### src/rtl/nn_stream_packer_if.sv
// nn_stream_packer_if
//   AXI-Stream style handshake bundle used on both sides of the packer.
//   W : tdata width (16 on the sample side, 64 on the beat side).
//   Signals: tdata, tvalid, tlast (source -> sink), tready (sink -> source).
//   master modport: the stream source.
//   slave modport: the stream sink.
interface nn_stream_packer_if #(
   parameter int unsigned W = 16
) ();
   logic [W-1:0] tdata;
   logic         tvalid;
   logic         tlast;
   logic         tready;

   modport master (output tdata, output tvalid, output tlast, input tready);
   modport slave  (input tdata, input tvalid, input tlast, output tready);
endinterface

### src/rtl/nn_stream_packer.sv
// nn_stream_packer
//   Packs 16-bit fixed-point samples four per beat into 64-bit stream beats
//   for the NN core and generates frame boundaries (tlast) of FRAME_BEATS
//   beats. Lane i of a beat occupies bits [16i+15:16i]; short beats are
//   zero-padded in the upper lanes.
// Ports:
//   aclk      : clock, rising edge
//   areset    : synchronous active-high reset
//   s_axis    : 16-bit sample input stream (slave modport)
//   m_axis    : 64-bit beat output stream (master modport)
//   frame_err : one-cycle pulse on a short or long frame
module nn_stream_packer #(
   parameter int unsigned FRAME_BEATS = 7
) (
   input  logic                aclk,
   input  logic                areset,
   nn_stream_packer_if.slave   s_axis,
   nn_stream_packer_if.master  m_axis,
   output logic                frame_err
);

   typedef enum logic {
      FILL = 1'b0,
      HOLD = 1'b1
   } state_t;

   state_t      state;
   logic [1:0]  lane;
   logic [7:0]  beat;
   logic [63:0] pack_data;
   logic        pack_last;
   logic [63:0] out_data;
   logic        out_valid;
   logic        out_last;

   logic        accept;
   logic        drain;
   logic        last_beat;
   logic        complete;
   logic        beat_tlast;
   logic [63:0] merged;

   assign s_axis.tready = (state == FILL);
   assign m_axis.tdata  = out_data;
   assign m_axis.tvalid = out_valid;
   assign m_axis.tlast  = out_last;

   assign accept    = s_axis.tvalid && (state == FILL);
   assign drain     = out_valid && m_axis.tready;
   assign last_beat = (beat == 8'(FRAME_BEATS - 1));

   always_comb begin
      merged = pack_data;
      merged[lane*16 +: 16] = s_axis.tdata;
      complete   = accept && ((lane == 2'd3) || s_axis.tlast);
      beat_tlast = s_axis.tlast || last_beat;
   end

   always_ff @(posedge aclk) begin
      if (areset) begin
         state     <= FILL;
         lane      <= '0;
         beat      <= '0;
         pack_data <= '0;
         pack_last <= 1'b0;
         out_data  <= '0;
         out_valid <= 1'b0;
         out_last  <= 1'b0;
         frame_err <= 1'b0;
      end else begin
         // Short frame: tlast before the final beat. Long frame: final beat
         // completes without tlast. Both reduce to tlast != last_beat.
         frame_err <= complete && (s_axis.tlast != last_beat);

         if (drain) begin
            out_valid <= 1'b0;
         end

         case (state)
            FILL: begin
               if (accept) begin
                  if (complete) begin
                     lane <= '0;
                     beat <= beat_tlast ? '0 : beat + 8'd1;
                     if (!out_valid || drain) begin
                        out_data  <= merged;
                        out_last  <= beat_tlast;
                        out_valid <= 1'b1;
                        pack_data <= '0;
                     end else begin
                        // Output is stalled: park the finished beat and
                        // stop accepting until the output register drains.
                        pack_data <= merged;
                        pack_last <= beat_tlast;
                        state     <= HOLD;
                     end
                  end else begin
                     pack_data <= merged;
                     lane      <= lane + 2'd1;
                  end
               end
            end
            HOLD: begin
               if (drain) begin
                  out_data  <= pack_data;
                  out_last  <= pack_last;
                  out_valid <= 1'b1;
                  pack_data <= '0;
                  pack_last <= 1'b0;
                  state     <= FILL;
               end
            end
            default: state <= FILL;
         endcase
      end
   end

endmodule

### src/flat_wrapper.sv
// flat-port wrapper written by rule: the top's interface ports become plain ports
module nn_stream_packer_flat 
#(
   parameter int unsigned FRAME_BEATS = 7
)
  (aclk, areset, frame_err, s_axis_tdata, s_axis_tvalid, s_axis_tlast, s_axis_tready, m_axis_tdata, m_axis_tvalid, m_axis_tlast, m_axis_tready);
  nn_stream_packer_if #(.W(16)) s_axis_i ();
  nn_stream_packer_if #(.W(64)) m_axis_i ();
  input  logic aclk;
  input  logic areset;
  output logic frame_err;
  input wire logic [$bits(s_axis_i.tdata)-1:0] s_axis_tdata;
  input wire logic [$bits(s_axis_i.tvalid)-1:0] s_axis_tvalid;
  input wire logic [$bits(s_axis_i.tlast)-1:0] s_axis_tlast;
  output wire logic [$bits(s_axis_i.tready)-1:0] s_axis_tready;
  output wire logic [$bits(m_axis_i.tdata)-1:0] m_axis_tdata;
  output wire logic [$bits(m_axis_i.tvalid)-1:0] m_axis_tvalid;
  output wire logic [$bits(m_axis_i.tlast)-1:0] m_axis_tlast;
  input wire logic [$bits(m_axis_i.tready)-1:0] m_axis_tready;
  assign s_axis_i.tdata = s_axis_tdata;
  assign s_axis_i.tvalid = s_axis_tvalid;
  assign s_axis_i.tlast = s_axis_tlast;
  assign s_axis_tready = s_axis_i.tready;
  assign m_axis_tdata = m_axis_i.tdata;
  assign m_axis_tvalid = m_axis_i.tvalid;
  assign m_axis_tlast = m_axis_i.tlast;
  assign m_axis_i.tready = m_axis_tready;
  nn_stream_packer #(.FRAME_BEATS(FRAME_BEATS)) u_core (.aclk(aclk), .areset(areset), .s_axis(s_axis_i), .m_axis(m_axis_i), .frame_err(frame_err));
endmodule
### config.mk
export PLATFORM = sky130hd
export DESIGN_NAME = nn_stream_packer_flat
export DESIGN_NICKNAME = d
export VERILOG_FILES = /design/src/rtl/nn_stream_packer_if.sv /design/src/rtl/nn_stream_packer.sv /design/src/flat_wrapper.sv
export SDC_FILE = /design/constraint.sdc
export NUM_CORES = 1
export LEC_CHECK = 0
export BUFFER_PORTS_ARGS = -buffer_cell sky130_fd_sc_hd__buf_2
export CAP_MARGIN = 10
export CELL_PAD_IN_SITES_DETAIL_PLACEMENT = 0
export CELL_PAD_IN_SITES_GLOBAL_PLACEMENT = 2
export CORE_UTILIZATION = 35
export DETAILED_ROUTE_END_ITERATION = 16
export PLACE_DENSITY = 0.89
export SYNTH_ARGS = -nofsm -noshare
export SYNTH_HDL_FRONTEND = slang
export SYNTH_SLANG_ARGS = --single-unit
### constraint.sdc
create_clock -name aclk -period 2.9 [get_ports aclk]
set_clock_uncertainty 0.15 [all_clocks]
set_input_delay 0.145 -clock aclk [delete_from_list [all_inputs] [get_ports aclk]]
set_output_delay 0.145 -clock aclk [all_outputs]
set_load 0.02 [all_outputs]
==> impl_metrics.toml, run 1 <==
[run_status]
outcome = "finished, final reports clean"

[placed_design]
hpwl_microns = 11300
portBuffers = 88
gp_congestion = 0.786

[floorplanning]
core-area_sq_um = 16600
io_pins = 89
start_util_pct = 35.9
die_w_microns = 132
rows = 47
die_h_microns = 132
die-area_sq_um = 17500

[yosys]
synth_ff_type = "dfxtp_1"
synth_xor_xnor_area_share_pct = 1.03
synth-edff-count = 0
synthMuxAreaShare_pct = 0
synth_sequential_area_ratio_pct = 48.1
yosysMostFrequentCell = "dfxtp_1"
synth_compound_area_share_pct = 31.7
synth_cells = 626
synth_top_family_by_area = "compound AO/OA/AOI/OAI gates"
async_flop_share_pct = 0
synth-adder-area-share_pct = 1.89
syn_area_sq_um = 5960
yosys.area_share.simple_pct = 11.9
syn_area_per_cell_sq_um = 9.51
synth_commonest_cells = "143 x dfxtp_1, 111 x a21oi_1, 60 x a211oi_1"
syn_nets = 656
yosysTopAreaCell = "dfxtp_1"
ys_warn_count = 0
synthTopCellsByArea = "dfxtp_1 48%, a21oi_1 9.3%, a211oi_1 7.6%"
synth_cell_type_count = 41
synth_top_area_share_pct = 48.1
synth-seq-cells = 143

[flow_run]
max-cap-violations = 0

[drt]
via_count = 5204
routedWlPerCell_microns = 17.8
drcViolationCount = 0
wirelength_microns = 16800
antenna_left = 0
firstDrtPassIters = 4
drtIter0Drc = 339
viasPerCell = 5.51

[cells_and_area]
layout-drive-gt1-share_pct = 21.8
nets = 742
post-route-util_pct = 44.7
diodes = 0
area_delta_synth_final_pct = 24.6

[clocking]
cts_buffer_depth = 2
clock-root-buffer = "clkbuf_16"
cts_tree = "built"
clkSinkCount = 143
numCtsBuffers = 17
htreeDepth = 4
clk_latency_ns = 0.42
post_cts_buffers = 0
clk_pin_slew_ns = 0.06

[setup_path]
r2r_cells = 6
slowest_delay_ns = 0.60
crit_chain = "inv_1 -> ha_1 -> nor2b_1 -> o2111ai_1 -> nor2_1 -> a22o_1"
worst_setup_path_end_kind = "flop"
crit_fanout = 11
critPathTopFamily = "simple AND/OR/NAND/NOR gates"
worstSetupPathType = "flop to flop"
crit_arrival_ns = 2.78
crit_buf_inv = 1
crit_required_ns = 3.12
worstSetupStartpointType = "flop"
r2r-start = "u_core.lane[0]"
r2r-end = "u_core.pack_data[40]"
reg2reg_slack_ns = 0.34
crit_slowest_cell = "dfxtp_1"

[sta]
post-route-min-period_ns = 2.56
period_share_pct = 88.3
slew_viol_final = 0
fmax_ghz = 0.390
finalSetupTns_ns = 0
rsz0062_at_grt = "false"
max_slew_margin_pct = 46.7
final-hold-violation-count = 0
setup_viol = 0
tightest_slew_ns = 0.800

[pwr]
p_leak_nw = 2.66
ir_drop_v = 0.000412
pwr_density_cell_nw_per_um2 = 672

[global_routing]
grt_pass1_vias = 4949
antenna_found_initial = 0
grt_use_total_pct = 19.7
grt_pass1_wl_microns = 26900
grt_max_degree = 74
grt_overflow_total = 0

[min_path]
hp-class = "primary input to flop"
worstHoldPathCells = 4
min_from = "s_axis_tvalid"
min_to = "u_core.lane[1]"
## cells by family (layout without fill, tap and decap cells)
family                   Yosys count  count (layout)
buffers and inverters             69             168
AND/OR/NAND/NOR                  127             127
flip-flops                       143             143
XOR/XNOR                           7               7
adder cells (fa/ha/maj)            9               9
AO/OA/AOI/OAI                    271             271
## how the worst max path moves through the flow
| stage | cells after the start | from | slack (ns) | end |
|---|---|---|---|---|
| 2_1_floorplan | 10 | u_core.lane[0] | 0.59 | u_core.pack_data[54] |
| 3_3_place_gp | 6 | u_core.lane[0] | 0.48 | u_core.pack_data[47] |
| 3_5_place_dp | 7 | u_core.lane[0] | 0.39 | u_core.m_axis.tdata[37] |
| 4_1_cts | 7 | u_core.lane[0] | 0.36 | u_core.m_axis.tdata[37] |
| 5_1_grt | 5 | u_core.lane[0] | 0.17 | u_core.pack_data[63] |
| 6_report | 6 | u_core.lane[0] | 0.34 | u_core.pack_data[40] |
## cell type report
class,count,area (sq um)
Sequential cell,143,2860
Fill cell,1622,9160
Clock inverter,10,159
Multi-Input combinational cell,414,2800
Clock buffer,22,474
Timing Repair Buffer,128,823
Tap cell,220,275
Inverter,8,30.0
## sequential cells by signal, summed over array words and instances, names as in the netlist
name,count
u_core.m_axis.tdata,64
u_core.pack_data,64
u_core.m_axis.tvalid,1
u_core.state,1
u_core.m_axis.tlast,1
u_core.frame_err,1
u_core.lane,2
u_core.beat,8
u_core.pack_last,1
## metrics by stage
stage / hold slack, ns / power [mW] / setup WS, ns / cells / area [sq um]
after global routing: 0.104 / 5.17 / 0.174 / 945 / 7420
after floorplan: 0.0956 / 2.49 / 0.590 / 626 / 5960
final: 0.0644 / 4.99 / 0.339 / 945 / 7420
after CTS: 0.0497 / 5.04 / 0.364 / 945 / 7420
after detailed placement: 0.262 / 2.68 / 0.389 / 895 / 6610
after global placement: 0.245 / 2.67 / 0.481 / 895 / 6610
## worst min-delay path, stage by stage
cell     delay [ns]
buf_2          0.11
nor2b_1        0.17
nand3_1        0.10
a21oi_1        0.06
## report_power, final
group / total (mW) / switching, mW / internal (mW) / leakage [nW]
sequential: 2.09 / 0.0485 / 2.04 / 1.16
combinational: 0.569 / 0.364 / 0.205 / 1.19
clock: 2.33 / 0.823 / 1.50 / 0.306
total: 4.99 / 1.24 / 3.75 / 2.66
## routing by layer
metal,track usage [%],wire [microns],vias up
met5,0,0,-
met4,8.24,296,0
met3,3.98,812,22
met2,30.7,7600,154
met1,26.4,8070,2489
li1,-,-,2539
## timing repair
item / CTS / global route
hold buffers: 18 / 0
gates resized for setup: 0 / 0
hold endpoints to repair: 36 / 0
## cell usage in the layout, fill, tap and decap left out, types with 6 or more instances in the layout
cell	count
buf_4	19
a22o_1	22
inv_1	8
a211oi_1	60
clkbuf_16	17
ha_1	9
o2bb2ai_1	32
a311oi_1	6
dfxtp_1	143
nand2b_1	23
a21oi_1	110
a22oi_1	16
nand2_1	16
nor2_1	12
nand3_1	11
buf_2	88
dlygate4sd3_1	18
xnor2_1	6
nor3_1	44
o2bb2ai_2	10
No activity file was read; power rests on OpenSTA's default activity.
==> run 2: changes to the inputs <==
Settings changed: REMOVE_ABC_BUFFERS from default to 1.
==> run 2 against run 1 <==
Count of clock-buffer cells in the layout is 1 lower; worst setup slack better by 0.11 ns; critical path depth stayed put; clock power is 13% lower; global-route usage is 0.70 points lower; combinational power is 2% lower; worst hold slack better by 0.014 ns; sequential cell count stayed put; sequential share of layout area is 0.79 points higher.
==> impl_metrics.toml, run 2 (synthesis results as in run 1) <==
[run_status]
outcome = "finished, final reports clean"

[drt]
via_count = 5111
wirelength_microns = 16200
firstDrtPassIters = 5
drtIter0Drc = 336
antenna_left = 0
viasPerCell = 5.45
drcViolationCount = 0
routedWlPerCell_microns = 17.2

[setup_path]
crit_required_ns = 3.10
r2r-start = "u_core.lane[0]"
slowest_delay_ns = 0.96
crit_path_start = "u_core.lane[0]"
crit_buf_inv = 1
crit_chain = "buf_4 -> ha_1 -> nor2_1 -> o21ai_2 -> o21ai_1 -> a22o_1"
worstSetupPathType = "flop to flop"
crit_fanout = 16
worst_setup_path_end_kind = "flop"
crit_arrival_ns = 2.66
crit_slowest_cell = "o21ai_1"
critPathTopFamily = "compound AO/OA/AOI/OAI gates"
worstSetupStartpointType = "flop"

[placed_design]
place_area_sq_um = 6550
portBuffers = 88
gp_congestion = 0.809
hpwl_microns = 10400

[pwr]
p_leak_nw = 2.59
pwr_density_cell_nw_per_um2 = 642
ir_drop_v = 0.000438

[global_routing]
grt_use_total_pct = 19.0
use_met2_pct = 30.7
grt.met1_usage_pct = 24.5
grt_max_degree = 74
grt_overflow_total = 0
grt_pass1_vias = 4975
grt_pass1_wl_microns = 26300
antenna_found_initial = 0
use_met3_pct = 4.75
busiest_layer = "met2"

[cells_and_area]
layout-drive-gt1-share_pct = 21.2
area_delta_synth_final_pct = 22.1
nets = 735
final_common_cell = "dfxtp_1"
mostFrequentLayoutCells = "143 x dfxtp_1, 110 x a21oi_1, 88 x buf_2"
diodes = 0
fin_area_sq_um = 7270

[clocking]
numCtsBuffers = 17
cts_tree = "built"
cts_resized = 0
clk_latency_ns = 0.42
clkSinkCount = 143
clk_pin_slew_ns = 0.06
cts_buffer_depth = 2
clock-root-buffer = "clkbuf_16"
htreeDepth = 4

[sta]
rsz0062_at_grt = "false"
slew_viol_final = 0
tightest_slew_ns = 1.23
post-route-min-period_ns = 2.46
final-hold-violation-count = 0
fmax_ghz = 0.407
setup_viol = 0
finalSetupTns_ns = 0
max_slew_margin_pct = 17.7
period_share_pct = 84.7
hold_slack_ns = 0.0788

[floorplanning]
core-area_sq_um = 16600
io_pins = 89
die_w_microns = 132
die-area_sq_um = 17500
die_h_microns = 132
rows = 47
start_util_pct = 35.9

[min_path]
min_from = "s_axis_tvalid"
hp-class = "primary input to flop"

[flow_run]
max-cap-violations = 0
run 2: cell types whose count changed in the layout (fill, tap and decap cells not counted):
cell,delta
buf_12,-1
clkinv_2,+3
dlygate4sd3_1,-1
bufinv_16,-3
buf_4,-5
clkinvlp_4,+1
clkbuf_8,-1
run 2: final cells by class:
type,count,area [sq um]
Fill cell,1635,9310
Sequential cell,143,2860
Multi-Input combinational cell,414,2800
Timing Repair Buffer,121,756
Clock buffer,21,460
Tap cell,220,275
Clock inverter,11,91.3
Inverter,8,30.0
run 2: worst register-to-register path: stages (launching register included):
cell and delay (ns):
dfxtp_1 0.31, buf_4 0.18, ha_1 0.22, nor2_1 0.15
o21ai_2 0.14, o21ai_1 0.96, a22o_1 0.27
run 2: metal layers:
layer,part of all wire (%),routed length [microns]
met1,46,7500
met3,5.2,844
met4,1.5,238
met2,47,7590
met5,0,0
run 2: repair_timing:
item | 4_1_cts | 5_1_grt
hold endpoints to repair | 34 | 0
hold buffers | 17 | 0
buffers inserted | 0 | 0
run 2: metrics by stage:
step	cells	worst slack (ns)	power, mW	util [%]
after floorplan	565	-1.09	2.46	-
after global placement	889	0.621	2.66	39.5
after detailed placement	889	0.502	2.67	39.5
after CTS	938	0.474	4.71	43.9
after global routing	938	0.296	4.86	43.9
final	938	0.445	4.67	43.9
run 2: power by group:
part	total, mW	switching, mW	leakage (nW)	internal [mW]
combinational	0.558	0.361	1.16	0.198
sequential	2.09	0.0448	1.16	2.04
clock	2.02	0.810	0.268	1.21
run 2: worst paths after layout:
path / depth (start not counted) / slack, ns / to
hold / removal: 4 / 0.08 / u_core.lane[0]
setup / recovery: 6 / 0.44 / u_core.pack_data[2]
hold reg to reg: 1 / 0.31 / u_core.pack_data[20]
setup reg to reg: 6 / 0.44 / u_core.pack_data[2]
==> run 3: changes to the inputs <==
Settings changed: CORE_UTILIZATION 35 to 32, PLACE_DENSITY 0.89 to 0.86.
Clock period 2.9 ns to 1.99 ns, I/O delays scaled along.
==> run 3 against run 2 <==
The run now ends with design-rule violations left; cell area rose by 6.6%; count of clock-buffer cells in the layout down 1; maximum frequency increased by 28%; first-iteration DRC count is 2.4% higher; worst hold slack worse by 0.024 ns; via count grew 3.3%; sequential power increased by 45%; combinational power up 68%; sequential cell count stayed put; worst setup slack got worse by 0.38 ns; critical endpoint is now u_core.pack_data[8]; largest power group is now clock.
==> impl_metrics.toml, run 3 (synthesis results as in run 1) <==
[run_status]
outcome = "finished with violations"
violations = "design-rule violations"

[drt]
antenna_left = 0
drtIter0Drc = 344
via_count = 5282
viasPerCell = 5.42
drcViolationCount = 16
firstDrtPassIters = 10
routedWlPerCell_microns = 17.5
wirelength_microns = 17100

[global_routing]
use_met3_pct = 5.40
grt_use_total_pct = 18.3
grt_pass1_vias = 5106
grt_pass1_wl_microns = 27700
grt_overflow_total = 0
use_met2_pct = 29.8
antenna_found_initial = 0
busiest_layer = "met2"
grt_max_degree = 69
grt.met1_usage_pct = 23.1

[clocking]
htreeDepth = 4
clkSinkCount = 143
numCtsBuffers = 17
clock-root-buffer = "clkbuf_16"
clk_pin_slew_ns = 0.06
cts_tree = "built"
cts_buffer_depth = 2
clk_latency_ns = 0.42

[pwr]
ir_drop_v = 0.000588
pwr_density_cell_nw_per_um2 = 914
p_leak_nw = 2.82

[floorplanning]
rows = 49
die-area_sq_um = 19200
die_w_microns = 138
io_pins = 89
start_util_pct = 32.9
core-area_sq_um = 18100
die_h_microns = 138

[setup_path]
crit_required_ns = 2.20
crit_fanout = 16
worst_setup_path_end_kind = "flop"
crit_arrival_ns = 2.14
worstSetupPathType = "flop to flop"
worstSetupStartpointType = "flop"

[sta]
final-hold-violation-count = 0
post-route-min-period_ns = 1.93
setup_viol = 0
rsz0062_at_grt = "true"
tightest_slew_ns = 0.837
period_share_pct = 96.7
finalSetupTns_ns = 0
fmax_ghz = 0.519
slew_viol_final = 0
max_slew_margin_pct = 44.2

[cells_and_area]
mostFrequentLayoutCells = "142 x dfxtp_1, 110 x a21oi_1, 88 x buf_2"
fin_area_sq_um = 7750
fin_cells = 974
layout-drive-gt1-share_pct = 26.7
final_common_cell = "dfxtp_1"
nets = 762
area_delta_synth_final_pct = 30.1
diodes = 0

[placed_design]
place_area_sq_um = 6850
gp_congestion = 0.763
portBuffers = 88
dp_cells = 921
hpwl_microns = 11000

[min_path]
hp-class = "primary input to flop"

[flow_run]
max-cap-violations = 0
## run 3: changes by cell type in the layout (fill, tap and decap cells not counted), moves of 3 or more
cell	previous run	this run
buf_4	14	26
buf_12	2	12
a211oi_1	60	53
a211oi_2	0	7
clkinvlp_4	3	0
nor2_1	12	9
nor2_2	0	3
## run 3: where the power goes
part	internal, mW	leakage (nW)	switching, mW
clock	1.89	0.293	1.21
sequential	2.98	1.16	0.0631
combinational	0.368	1.36	0.568
total	5.24	2.82	1.84
## run 3: timing repair
action | in CTS | in global routing
setup endpoints to repair | 54 | 124
endpoints found under the hold margin | 66 | 0
setup buffers | 0 | 1
gates resized for setup | 3 | 21
hold buffers | 19 | 0
pin swaps | 0 | 5
gates cloned | 0 | 1
## run 3: metrics by stage
stage	total power [mW]	worst slack [ns]	hold slack, ns	util [%]
2_1_floorplan	3.58	-2.00	0.0186	-
3_3_place_gp	3.95	-0.00498	0.215	37.9
3_5_place_dp	3.97	-0.0506	0.210	37.9
4_1_cts	7.10	0.000999	0.0553	42.1
5_1_grt	7.37	-0.0593	0.0716	42.9
6_report	7.08	0.0648	0.0549	42.9
## run 3: critical path: stages, from the launching register on
cell and delay (ns):
dfxtp_1 0.32, buf_4 0.14, ha_1 0.20, nor2_2 0.16, o21ai_2 0.09, buf_4 0.17
nor4b_4 0.27, buf_12 0.19, a22o_1 0.15
## run 3: routing by layer
| metal | part of all wire (%) | up-vias |
|---|---|---|
| li1 | - | 2582 |
| met1 | 45 | 2541 |
| met2 | 48 | 138 |
| met3 | 5.2 | 21 |
| met4 | 2.2 | 0 |
| met5 | 0 | - |
## run 3: cell type report
type                       instances  area, sq um
clock inverter                    12          118
inverter                           8         30.0
tap                              229          287
timing repair buffer             148         1110
sequential                       143         2860
fill                            1758        10300
clock buffer                      20          457
multi-input combinational        414         2880
## run 3: final timing paths
check                             from                   end  slack, ns  cells after the start
setup / recovery        u_core.lane[1]   u_core.pack_data[8]       0.06                      8
hold / removal            s_axis_tlast        u_core.lane[0]       0.05                      5
setup reg to reg        u_core.lane[1]   u_core.pack_data[8]       0.06                      8
hold reg to reg   u_core.pack_data[44]  u_core.pack_data[44]       0.31                      1
